`config.mk`:
```
export PLATFORM = sky130hd
export DESIGN_NAME = cpu_run_ctrl
export DESIGN_NICKNAME = d
export VERILOG_FILES = /design/src/rtl/cpu_run_pkg.sv /design/src/rtl/cpu_run_ctrl_trace_fifo.sv /design/src/rtl/cpu_run_ctrl.sv
export SDC_FILE = /design/constraint.sdc
export NUM_CORES = 1
export LEC_CHECK = 0
export ABC_CLOCK_PERIOD_IN_PS = 5730
export BUFFER_PORTS_ARGS = -buffer_cell sky130_fd_sc_hd__buf_4
export CORE_MARGIN = 3
export CORE_UTILIZATION = 49
export CTS_CLUSTER_SIZE = 12
export DETAILED_ROUTE_END_ITERATION = 10
export GPL_ROUTABILITY_DRIVEN = 0
export PLACE_DENSITY = 0.86
export SYNTH_ARGS = -nofsm -noshare
export SYNTH_HDL_FRONTEND = slang
export SYNTH_HIERARCHICAL = 1
export SYNTH_SLANG_ARGS = --single-unit
```
`constraint.sdc`:
```
create_clock -name clk -period 5.73 [get_ports clk]
set_clock_uncertainty 0.2 [all_clocks]
set_input_delay 0.573 -clock clk [delete_from_list [all_inputs] [get_ports clk]]
set_output_delay 0.573 -clock clk [all_outputs]
set_load 0.02 [all_outputs]
```
`src/rtl/cpu_run_pkg.sv`:
```
// cpu_run_pkg: shared types for the CPU run controller (state encoding, trace entry layout).
// The trace entry layout matters only when CPU_TRACE_EN is defined.
package cpu_run_pkg;

  localparam int TR_ADDR_W = 8;
  localparam int TR_DATA_W = 16;
  localparam int CYCLE_W   = 32;

  typedef enum logic [2:0] {
    IDLE    = 3'd0,
    RST     = 3'd1,
    RUN     = 3'd2,
    HALTED  = 3'd3,
    TIMEOUT = 3'd4
  } run_state_t;

  // Field order matches the flat {ip, ir, ac, we} trace word, ip in the MSBs.
  typedef struct packed {
    logic [TR_ADDR_W-1:0] ip;
    logic [TR_DATA_W-1:0] ir;
    logic [TR_DATA_W-1:0] ac;
    logic                 we;
  } trace_entry_t;

endpackage

```
`src/rtl/cpu_run_ctrl_trace_fifo.sv`:
```
// trace_fifo: synchronous FIFO with extra-MSB pointers and a synchronous clear.
// Only built when CPU_TRACE_EN is defined, since nothing else instantiates it.
`ifdef CPU_TRACE_EN
module trace_fifo #(
  parameter int DEPTH = 16,
  parameter int WIDTH = 41
) (
  input  logic             i_clk,
  input  logic             i_rst_n,
  input  logic             i_clr,
  input  logic             i_push,
  input  logic             i_pop,
  input  logic [WIDTH-1:0] i_wdata,
  output logic [WIDTH-1:0] o_rdata,
  output logic             o_full,
  output logic             o_empty
);

  localparam int AW = $clog2(DEPTH);
  localparam int PW = AW + 1;

  logic [WIDTH-1:0] r_mem [DEPTH];
  logic [PW-1:0]    r_wr_ptr;
  logic [PW-1:0]    r_rd_ptr;
  logic             w_do_push;
  logic             w_do_pop;

  assign o_empty = (r_wr_ptr == r_rd_ptr);
  assign o_full  = (r_wr_ptr[AW] != r_rd_ptr[AW]) &&
                   (r_wr_ptr[AW-1:0] == r_rd_ptr[AW-1:0]);

  // A pop frees the head slot this edge, so a push into a full FIFO is legal then.
  assign w_do_pop  = i_pop && !o_empty;
  assign w_do_push = i_push && (!o_full || w_do_pop);

  always_ff @(posedge i_clk) begin
    if (!i_rst_n || i_clr) begin
      r_wr_ptr <= '0;
      r_rd_ptr <= '0;
    end else begin
      if (w_do_push) r_wr_ptr <= r_wr_ptr + PW'(1);
      if (w_do_pop)  r_rd_ptr <= r_rd_ptr + PW'(1);
    end
  end

  always_ff @(posedge i_clk) begin
    if (w_do_push && !i_clr) r_mem[r_wr_ptr[AW-1:0]] <= i_wdata;
  end

  assign o_rdata = r_mem[r_rd_ptr[AW-1:0]];

endmodule
`endif

```
`src/rtl/cpu_run_ctrl.sv`:
```
// cpu_run_ctrl: holds the CPU in reset, runs it until halt or watchdog expiry, and traces retires.
// Define CPU_TRACE_EN to build the trace FIFO; otherwise trace outputs are tied to zero.
module cpu_run_ctrl #(
  parameter int ADDR_W         = 8,
  parameter int DATA_W         = 16,
  parameter int RST_CYCLES     = 2,
  parameter int TIMEOUT_CYCLES = 5000,
  parameter int TRACE_DEPTH    = 16
) (
  input  logic                       clk,
  input  logic                       reset,
  input  logic                       start,
  output logic                       cpu_reset,
  input  logic [ADDR_W-1:0]          cpu_ip,
  input  logic [DATA_W-1:0]          cpu_ir,
  input  logic [DATA_W-1:0]          cpu_ac,
  input  logic                       cpu_we,
  input  logic                       cpu_retire,
  input  logic                       cpu_halt,
  output logic                       trace_valid,
  input  logic                       trace_ready,
  output logic [ADDR_W+2*DATA_W:0]   trace_data,
  output logic                       trace_ovf,
  output logic                       running,
  output logic                       done,
  output logic                       timeout,
  output logic [31:0]                cycle_cnt,
  output logic [2:0]                 dbg_state
);

  import cpu_run_pkg::*;

  localparam int TW  = ADDR_W + 2*DATA_W + 1;
  localparam int RCW = $clog2(RST_CYCLES + 1);
  localparam logic [RCW-1:0]     RST_LOAD  = RCW'(RST_CYCLES - 1);
  localparam logic [CYCLE_W-1:0] TMO_LAST  = CYCLE_W'(TIMEOUT_CYCLES - 1);

  run_state_t         r_state;
  run_state_t         w_next;
  logic               w_start_run;
  logic [RCW-1:0]     r_rst_cnt;
  logic [CYCLE_W-1:0] r_cycle_cnt;

  always_comb begin
    w_next      = r_state;
    w_start_run = 1'b0;
    case (r_state)
      IDLE, HALTED, TIMEOUT: begin
        if (start) begin
          w_next      = RST;
          w_start_run = 1'b1;
        end
      end
      RST: begin
        if (r_rst_cnt == '0) w_next = RUN;
      end
      RUN: begin
        // Halt wins over the watchdog when both land on the same cycle.
        if (cpu_halt)                      w_next = HALTED;
        else if (r_cycle_cnt == TMO_LAST)  w_next = TIMEOUT;
      end
      default: w_next = IDLE;
    endcase
  end

  always_ff @(posedge clk) begin
    if (!reset) begin
      r_state     <= IDLE;
      r_rst_cnt   <= '0;
      r_cycle_cnt <= '0;
    end else begin
      r_state <= w_next;
      if (w_start_run) begin
        r_rst_cnt   <= RST_LOAD;
        r_cycle_cnt <= '0;
      end else begin
        if (r_state == RST && r_rst_cnt != '0)
          r_rst_cnt <= r_rst_cnt - RCW'(1);
        if (r_state == RUN && r_cycle_cnt != '1)
          r_cycle_cnt <= r_cycle_cnt + CYCLE_W'(1);
      end
    end
  end

  assign cpu_reset = (r_state != RUN);
  assign running   = (r_state == RST) || (r_state == RUN);
  assign done      = (r_state == HALTED);
  assign timeout   = (r_state == TIMEOUT);
  assign cycle_cnt = r_cycle_cnt;
  assign dbg_state = r_state;

`ifdef CPU_TRACE_EN
  logic w_push;
  logic w_pop;
  logic w_full;
  logic w_empty;
  logic r_ovf;

  assign w_push = (r_state == RUN) && cpu_retire;
  assign w_pop  = !w_empty && trace_ready;

  trace_fifo #(
    .DEPTH (TRACE_DEPTH),
    .WIDTH (TW)
  ) u_trace_fifo (
    .i_clk   (clk),
    .i_rst_n (reset),
    .i_clr   (w_start_run),
    .i_push  (w_push),
    .i_pop   (w_pop),
    .i_wdata ({cpu_ip, cpu_ir, cpu_ac, cpu_we}),
    .o_rdata (trace_data),
    .o_full  (w_full),
    .o_empty (w_empty)
  );

  always_ff @(posedge clk) begin
    if (!reset || w_start_run) r_ovf <= 1'b0;
    else if (w_push && w_full && !w_pop) r_ovf <= 1'b1;
  end

  assign trace_valid = !w_empty;
  assign trace_ovf   = r_ovf;
`else
  logic w_unused;
  assign w_unused    = ^{trace_ready, cpu_retire, cpu_ip, cpu_ir, cpu_ac, cpu_we};
  assign trace_valid = 1'b0;
  assign trace_data  = '0;
  assign trace_ovf   = 1'b0;
`endif

endmodule

```
; Yosys cells after proc, flatten, opt, wreduce, memory -nomap -nowiden
; Index checks and enable logic that the tools add are counted.
[word_totals]
reg_bits = 37
input_bits = 47
word_cells = 36
[classes]
n_addsub = 2
n_eq_ne = 10
muxes = 9
bitwise = 1
reduce_logical = 10
[ops]
columns = operator, count
row1 = $add A32 B1 Y32 const B, 1
row2 = $eq A32 B13 Y1 const B, 1
row3 = $ne A32 B32 Y1 const B, 1
row4 = $mux W3, 4
row5 = $pmux W3 S3, 1
row6 = $eq A3 B2 Y1 const B, 2
row7 = $mux W1, 4
row8 = $ne A2 B2 Y1 const B, 2
row9 = $reduce_bool A2 Y1, 2
row10 = $eq A3 B1 Y1 const B, 1
row11 = $eq A3 B3 Y1 const B, 1
row12 = $logic_not A3 Y1, 1
row13 = $ne A3 B2 Y1 const B, 1
row14 = $ne A3 B3 Y1 const B, 1
row15 = $reduce_and A3 Y1, 1
row16 = $reduce_or A3 Y1, 1
row17 = $logic_and A1 B1 Y1, 2
row18 = $logic_not A2 Y1, 1
row19 = $reduce_or A2 Y1, 1
row20 = $sub A2 B1 Y2 const B, 1
row21 = $logic_or A1 B1 Y1, 1
row22 = $not A1 Y1, 1

; Depth between registers and ports, before layout
; Gate-level depths: netlist of run 1.
[logic_depth]
depth_word = 4
depth_mapped = 9
mapped_depth_nobuf = 7

; Worst setup path after synthesis of run 1
; No wires, ideal clock.
[synth_path]
kind = register to register
start = register r_cycle_cnt[5] (netlist: cycle_cnt[5])
end = register r_cycle_cnt[5] (netlist: cycle_cnt[5])
t_arrival_ns = 1.946
required_time_ns = 5.402
path_slack_ns = 3.456
stages_incl_launch_ff = 8
synth_period_minus_slack_ns = 2.274
path_cell_list = dfxtp_1 -> buf_2 -> nand4_2 -> or4_4 -> o31ai_4 -> buf_6 -> xor2_1 -> nor2_1
[synth_between]
elab_chain_cells = 2
[synth_lines]
columns = item, line
row1 = from (decl), cpu_run_ctrl.sv:42  ; logic [CYCLE_W-1:0] r_cycle_cnt;
row2 = from (signal assigned), cpu_run_ctrl.sv:80  ; r_cycle_cnt <= r_cycle_cnt + CYCLE_W'(1);
row3 = "parallel branches: the longest is 2 deep, another holds $add A32 B1 Y32", -
; Parallel ways; which one is timed is not known.
; A chain may end at the register's enable or synchronous reset.

; Worst setup path after layout of run 1
[layout_path]
start = register r_state[2] (netlist: dbg_state[2])
end = register r_cycle_cnt[8] (netlist: cycle_cnt[8])
[layout_between]
elab_chain_cells = 4
[layout_lines]
columns = item, line
row1 = from (decl), cpu_run_ctrl.sv:38  ; run_state_t r_state;
row2 = from (signal assigned), cpu_run_ctrl.sv:72  ; r_state <= w_next;
row3 = $eq A3 B2 Y1 (tied with other cells), cpu_run_ctrl.sv:47  ; case (r_state)
row4 = $reduce_or A3 Y1, cpu_run_ctrl.sv:47
row5 = $mux W1, cpu_run_ctrl.sv:47
row6 = $reduce_or A2 Y1 (no line), -
; Several ways; a longest one is shown, not always the timed one.

==> results of run 1 <==
[routing by layer]
metal	wire, µm	up-vias	part of all wire [%]	global-route usage, %
met5	0	-	0	0
met4	72	0	1.3	6.41
met3	353	8	6.5	4.69
met2	2550	80	47	29.0
met1	2450	1025	45	23.5
li1	-	1072	-	-
[logic make-up after synthesis]
logic type	Yosys count	share of synthesized area, %
compound gates	61	17.4
xor+xnor	10	3.52
fa+ha+maj	2	1.01
buf+inv	63	16.9
flops	37	29.8
other cells	1	0.151
simple gates	125	31.2
[report_power, final]
part           switching, W  leakage (nW)  internal (W)
clock             0.0000862        0.0443     0.0000954
sequential        0.0000242         0.299      0.000270
combinational      0.000134         0.726     0.0000702
[sequential cells by signal, summed over array words and instances, names as in the netlist]
signal     count
r_rst_cnt      2
cycle_cnt     32
dbg_state      3
[how the worst min path moves through the flow]
stage                                    startpoint                         to  cells past startpoint
after floorplan           r_rst_cnt[0]$_SDFFE_PN0P_  r_rst_cnt[0]$_SDFFE_PN0P_                      2
final                     r_rst_cnt[1]$_SDFFE_PP0P_  r_rst_cnt[1]$_SDFFE_PP0P_                      2
after global placement    r_rst_cnt[1]$_SDFFE_PP0P_  r_rst_cnt[1]$_SDFFE_PP0P_                      2
after CTS                 r_rst_cnt[1]$_SDFFE_PP0P_  r_rst_cnt[1]$_SDFFE_PP0P_                      2
after global routing      r_rst_cnt[1]$_SDFFE_PP0P_  r_rst_cnt[1]$_SDFFE_PP0P_                      2
after detailed placement  r_rst_cnt[1]$_SDFFE_PP0P_  r_rst_cnt[1]$_SDFFE_PP0P_                      2
[through the flow]
step                instances  hold slack (ps)  instance area (µm²)
CTS                       405              307                 2750
floorplan                 341              273                 2640
global placement          398              290                 2670
finish                    405              305                 2750
detailed placement        398              297                 2670
global route              405              357                 2750
[worst max-delay path, stage by stage, from the launching register on]
cell      delay (ps)
dfxtp_1          570
and3b_1          260
o21a_1           200
nand2b_1         430
buf_4            360
or4_1            510
nand2_1           80
[cell usage in the layout, fill, tap and decap left out, types with 3 or more instances in the layout]
cell / count
or4_4: 3
nor2b_1: 3
clkbuf_8: 6
nor3_1: 3
inv_1: 9
dfxtp_1: 37
o211ai_1: 7
nand3_1: 9
o21ai_1: 8
o21ai_0: 9
nor2_1: 25
buf_4: 43
o21a_1: 4
or4_1: 3
nor4_2: 3
a21oi_1: 15
nor4b_1: 4
or3_1: 16
nand2_1: 20
nand4_1: 11
nor4_1: 5
a21oi_2: 6
xor2_1: 8
conb_1: 43
[cell usage after synthesis, types with 2 or more instances]
master,count,area [µm²]
buf_4,43,323
buf_2,6,30.0
buf_6,2,22.5
nor4b_1,4,35.0
nor2_4,2,22.5
a21oi_1,15,75.1
o211ai_1,7,52.6
nand4_1,11,68.8
nor2_1,25,93.8
or3_1,16,100
or4_4,3,33.8
and3_1,2,12.5
ha_1,2,25.0
o21ai_1,8,40.0
nand2b_1,2,12.5
or4_1,3,22.5
nor4_2,3,37.5
nand2_1,20,75.1
dfxtp_1,37,741
inv_1,9,33.8
o21a_1,4,30.0
nor3_4,2,32.5
a21oi_2,6,52.6
o21ai_0,9,45.0
nor2b_1,3,18.8
xnor2_1,2,17.5
nand4b_1,2,17.5
nor3b_1,2,15.0
nor4_1,5,31.3
o21ai_2,2,17.5
nand3_1,9,45.0
nor3_1,3,15.0
xor2_1,8,70.1
[final cells by class]
| cell class | count | area (µm²) | share of cell area (%) |
|---|---|---|---|
| sequential | 37 | 741 | 26.9 |
| clock buffer | 7 | 86.3 | 3.14 |
| inverter | 10 | 37.5 | 1.36 |
| timing repair buffer | 43 | 323 | 11.7 |
| multi-input combinational | 241 | 1480 | 53.8 |
| tap | 67 | 83.8 | 3.05 |
==> results.sh, run 1 <==
export IMPL_outcome="completed"
export IMPL_viasPerCell=5.40
export IMPL_peakVddDrop_v=0.000127
export IMPL_antenna_found_initial=0
export IMPL_firstDrtPassIters=4
export IMPL_wl_per_cell_um=13.4
export IMPL_cts_sinks=37
export IMPL_netlist_area_um2=2480
export IMPL_startpoint="dbg_state[2]$_SDFFE_PN0P_"
export IMPL_drt_iter0_markers=144
export IMPL_grt_overflow_total=0
export IMPL_worst_slack_ps=3060
export IMPL_max_slew_margin_pct=57.3
export IMPL_yosys_warnings=6
export IMPL_cp_endpoint="cycle_cnt[8]$_SDFFE_PP0P_"
export IMPL_route_detailed_drc=0
export IMPL_fillCellCount=454
export IMPL_finalCritPeriodShare_pct=46.6
export IMPL_hold_viol_final=0
export IMPL_cts_root_buf="clkbuf_8"
export IMPL_synth_cells=299
export IMPL_p_per_area_nw_per_um2=247
export IMPL_r2r_start="dbg_state[2]$_SDFFE_PN0P_"
export IMPL_grt_use_total_pct=18.1
export IMPL_syn_to_final_growth_pct=10.8
export IMPL_r2r_end="cycle_cnt[8]$_SDFFE_PP0P_"
export IMPL_post_cts_buffers=0
export IMPL_core_area_um2=4820
export IMPL_clk_pin_slew_ps=70
export IMPL_cp_max_fo=16
export IMPL_holdBufCountCts=0
export IMPL_io_buffers=42
export IMPL_startpoint_type="register"
export IMPL_cp_required_ps=5760
export IMPL_cts_tree="yes"
export IMPL_fmax_mhz=374
export IMPL_htree_levels=2
export IMPL_period_needed_ps=2670
export IMPL_worst_slew_pin_slew_ps=640
export IMPL_r2r_cells=6
export IMPL_diodes=0
export IMPL_async_reset_ff_share_pct=0
export IMPL_ant_nets=0
export IMPL_p_leak_nw=1.07
export IMPL_finalSetupTns_ps=0
export IMPL_ys_seq_elements=37
export IMPL_post_dp_hpwl_mm=3.98
export IMPL_ys_flop_type="dfxtp_1"
export IMPL_dr_total_vias=2185
export IMPL_worstSetupPathType="reg -> reg"
export IMPL_num_rows=25
export IMPL_rsz0062_at_grt="false"
export IMPL_die_h_um=77.2
export IMPL_die_area_um2=5960
export IMPL_fp_dieW_um=77.2
export IMPL_yosysSeqAreaShare_pct=29.8
export IMPL_nets=387
export IMPL_synth_edf_count=0
export IMPL_cts_buffers=5
export IMPL_r2r_slack_ps=3060
export IMPL_power_w=0.000680
export IMPL_ctsResizeCount=0
export IMPL_end_kind="register"
export IMPL_first_global_vias=1883
export IMPL_grt_max_degree=17
export IMPL_drive_above_1_share_pct=22.5
export IMPL_crit_arrival_ps=2710
export IMPL_final_util_pct=57.1
export IMPL_io_pins=129
export IMPL_worstHoldPathType="reg -> reg"
export IMPL_place_ws_ps=3110
export IMPL_wirelength_mm=5.43
export IMPL_finalSetupViolCount=0
export IMPL_yosysUniqueCellTypes=55
export IMPL_syn_area_per_cell_um2=8.31
export IMPL_max_cap_violations=0
export IMPL_finalMaxSlewViolations=0
export IMPL_cts_buffer_depth=2
export IMPL_worstSkewPairLatency_ps=290
export IMPL_grt_pass1_wl_mm=8.90
export IMPL_start_util_pct=51.6
(Power assumes the default switching activity.)
==> run 2: changes to the inputs <==
--- a/config.mk
+++ b/config.mk
@@ -5,14 +5,14 @@
 export SDC_FILE = /design/constraint.sdc
 export NUM_CORES = 1
 export LEC_CHECK = 0
-export ABC_CLOCK_PERIOD_IN_PS = 5730
+export ABC_CLOCK_PERIOD_IN_PS = 2210
 export BUFFER_PORTS_ARGS = -buffer_cell sky130_fd_sc_hd__buf_4
 export CORE_MARGIN = 3
-export CORE_UTILIZATION = 49
+export CORE_UTILIZATION = 41
 export CTS_CLUSTER_SIZE = 12
 export DETAILED_ROUTE_END_ITERATION = 10
 export GPL_ROUTABILITY_DRIVEN = 0
-export PLACE_DENSITY = 0.86
+export PLACE_DENSITY = 0.76
 export SYNTH_ARGS = -nofsm -noshare
 export SYNTH_HDL_FRONTEND = slang
 export SYNTH_HIERARCHICAL = 1
==> constraint.sdc (replaced) <==
create_clock -name clk -period 2.21 [get_ports clk]
set_clock_uncertainty 0.2 [all_clocks]
set_input_delay 0.221 -clock clk [delete_from_list [all_inputs] [get_ports clk]]
set_output_delay 0.221 -clock clk [all_outputs]
set_load 0.02 [all_outputs]
==> results.sh, run 2 (synthesis gave the netlist of run 1 again) <==
export IMPL_finalSetupViolCount=0
export IMPL_cts_sinks=37
export IMPL_worst_slack_ps=80.4
export IMPL_first_global_vias=2138
export IMPL_route_detailed_drc=0
export IMPL_worstSkewPairLatency_ps=290
export IMPL_die_area_um2=7030
export IMPL_worstSetupPathType="reg -> reg"
export IMPL_min_from="reset"
export IMPL_grt_overflow_total=0
export IMPL_peakVddDrop_v=0.000464
export IMPL_syn_to_final_growth_pct=26.9
export IMPL_num_rows=27
export IMPL_holdWs_ps=7.97
export IMPL_largest_reg_flops=32
export IMPL_finalCritPeriodShare_pct=96.4
export IMPL_p_per_area_nw_per_um2=585
export IMPL_firstDrtPassIters=4
export IMPL_path_cells="nand4_1 -> or4_4 -> o31ai_4 -> buf_12 -> xor2_1 -> nor2_1"
export IMPL_holdBufCountCts=0
export IMPL_die_h_um=83.9
export IMPL_dp_cells=440
export IMPL_cts_tree="yes"
export IMPL_cts_buffer_depth=2
export IMPL_fillCellCount=543
export IMPL_place_ws_ps=36.6
export IMPL_ant_nets=0
export IMPL_cp_max_fo=13
export IMPL_r2r_start="cycle_cnt[27]$_SDFFE_PP0P_"
export IMPL_io_pins=129
export IMPL_grt_pass1_wl_mm=9.76
export IMPL_startpoint_type="register"
export IMPL_multi_input_area_um2=1520
export IMPL_outcome="completed"
export IMPL_max_cap_violations=0
export IMPL_period_needed_ps=2130
export IMPL_startpoint="cycle_cnt[27]$_SDFFE_PP0P_"
export IMPL_clk_pin_slew_ps=70
export IMPL_finalMaxSlewViolations=0
export IMPL_cts_buffers=5
export IMPL_nets=431
export IMPL_antenna_found_initial=0
export IMPL_end_kind="register"
export IMPL_htree_levels=2
export IMPL_post_dp_hpwl_mm=4.61
export IMPL_grt_use_total_pct=16.7
export IMPL_io_buffers=42
export IMPL_fmax_mhz=470
export IMPL_cts_root_buf="clkbuf_8"
export IMPL_fp_dieW_um=83.9
export IMPL_drt_iter0_markers=108
export IMPL_layout_common_cells="85 x buf_4, 43 x conb_1, 27 x dfxtp_1"
export IMPL_wirelength_mm=6.09
export IMPL_critPathSlowestCell="or4_4"
export IMPL_final_instance_count_excl_fill=454
export IMPL_hold_viol_final=0
export IMPL_p_leak_nw=1.31
export IMPL_wl_per_cell_um=13.4
export IMPL_grt_max_degree=14
export IMPL_critPathMaxStageDelay_ps=680
export IMPL_viasPerCell=5.19
export IMPL_cp_required_ps=2190
export IMPL_crit_arrival_ps=2110
export IMPL_worstHoldPathType="in -> reg"
export IMPL_layout_commonest_cell="buf_4"
export IMPL_power_w=0.00184
export IMPL_rsz0062_at_grt="true"
export IMPL_core_area_um2=5680
export IMPL_drive_above_1_share_pct=34.6
export IMPL_diodes=0
export IMPL_dr_total_vias=2354
export IMPL_ff_latch_area_um2=753
export IMPL_start_util_pct=43.8
run 2: changes by cell type in the layout (fill, tap and decap cells not counted), sizes merged:
cell,before,now
buf,43,87
run 2: what timing repair did:
action / 4_1_cts / 5_1_grt
setup endpoints to repair: 0 / 17
gates resized for setup: 0 / 16
endpoints found under the hold margin: 0 / 0
buffers inserted: 0 / 7
run 2: routing by layer:
metal	global-route usage (%)	share of wire (%)	vias up
li1	-	-	1154
met1	21.0	44	1108
met2	28.6	49	86
met3	3.46	6.1	6
met4	4.82	1.1	0
met5	0	0	-
run 2: power breakdown:
group | internal [W] | switching, W | leakage, nW
Combinational | 0.000228 | 0.000404 | 0.966
Sequential | 0.000702 | 0.0000261 | 0.304
Clock | 0.000248 | 0.000237 | 0.0443
Total | 0.00118 | 0.000668 | 1.31
run 2: worst paths after layout:
kind | end | slack, ps | depth (start not counted)
min | r_rst_cnt[0]$_SDFFE_PN0P_ | 8 | 3
max | cycle_cnt[5]$_SDFFE_PP0P_ | 80 | 6
min reg2reg | r_rst_cnt[1]$_SDFFE_PP0P_ | 300 | 2
max reg2reg | cycle_cnt[5]$_SDFFE_PP0P_ | 80 | 6
run 2: layout make-up:
type	count	share of cell area (%)
Sequential cell	37	23.9
Clock buffer	7	2.74
Tap cell	72	2.86
Multi-Input combinational cell	241	48.1
Timing Repair Buffer	87	21.2
Inverter	10	1.19
run 2: worst max-delay path, delay by kind of cell (launching register included):
kind,cells,cell delay [ps]
AND/OR/NAND/NOR,3,920
XOR/XNOR,1,150
AO/OA/AOI/OAI,1,240
flip-flops,1,330
buffers and inverters,1,170
run 2: stage by stage:
step / area (µm²) / util, % / TNS [ps]
global placement: 2970 / 52.2 / 0
floorplan: 2650 / - / 0
detailed placement: 2970 / 52.2 / 0
CTS: 3050 / 53.8 / 0
finish: 3150 / 55.6 / 0
global route: 3150 / 55.6 / -53.1
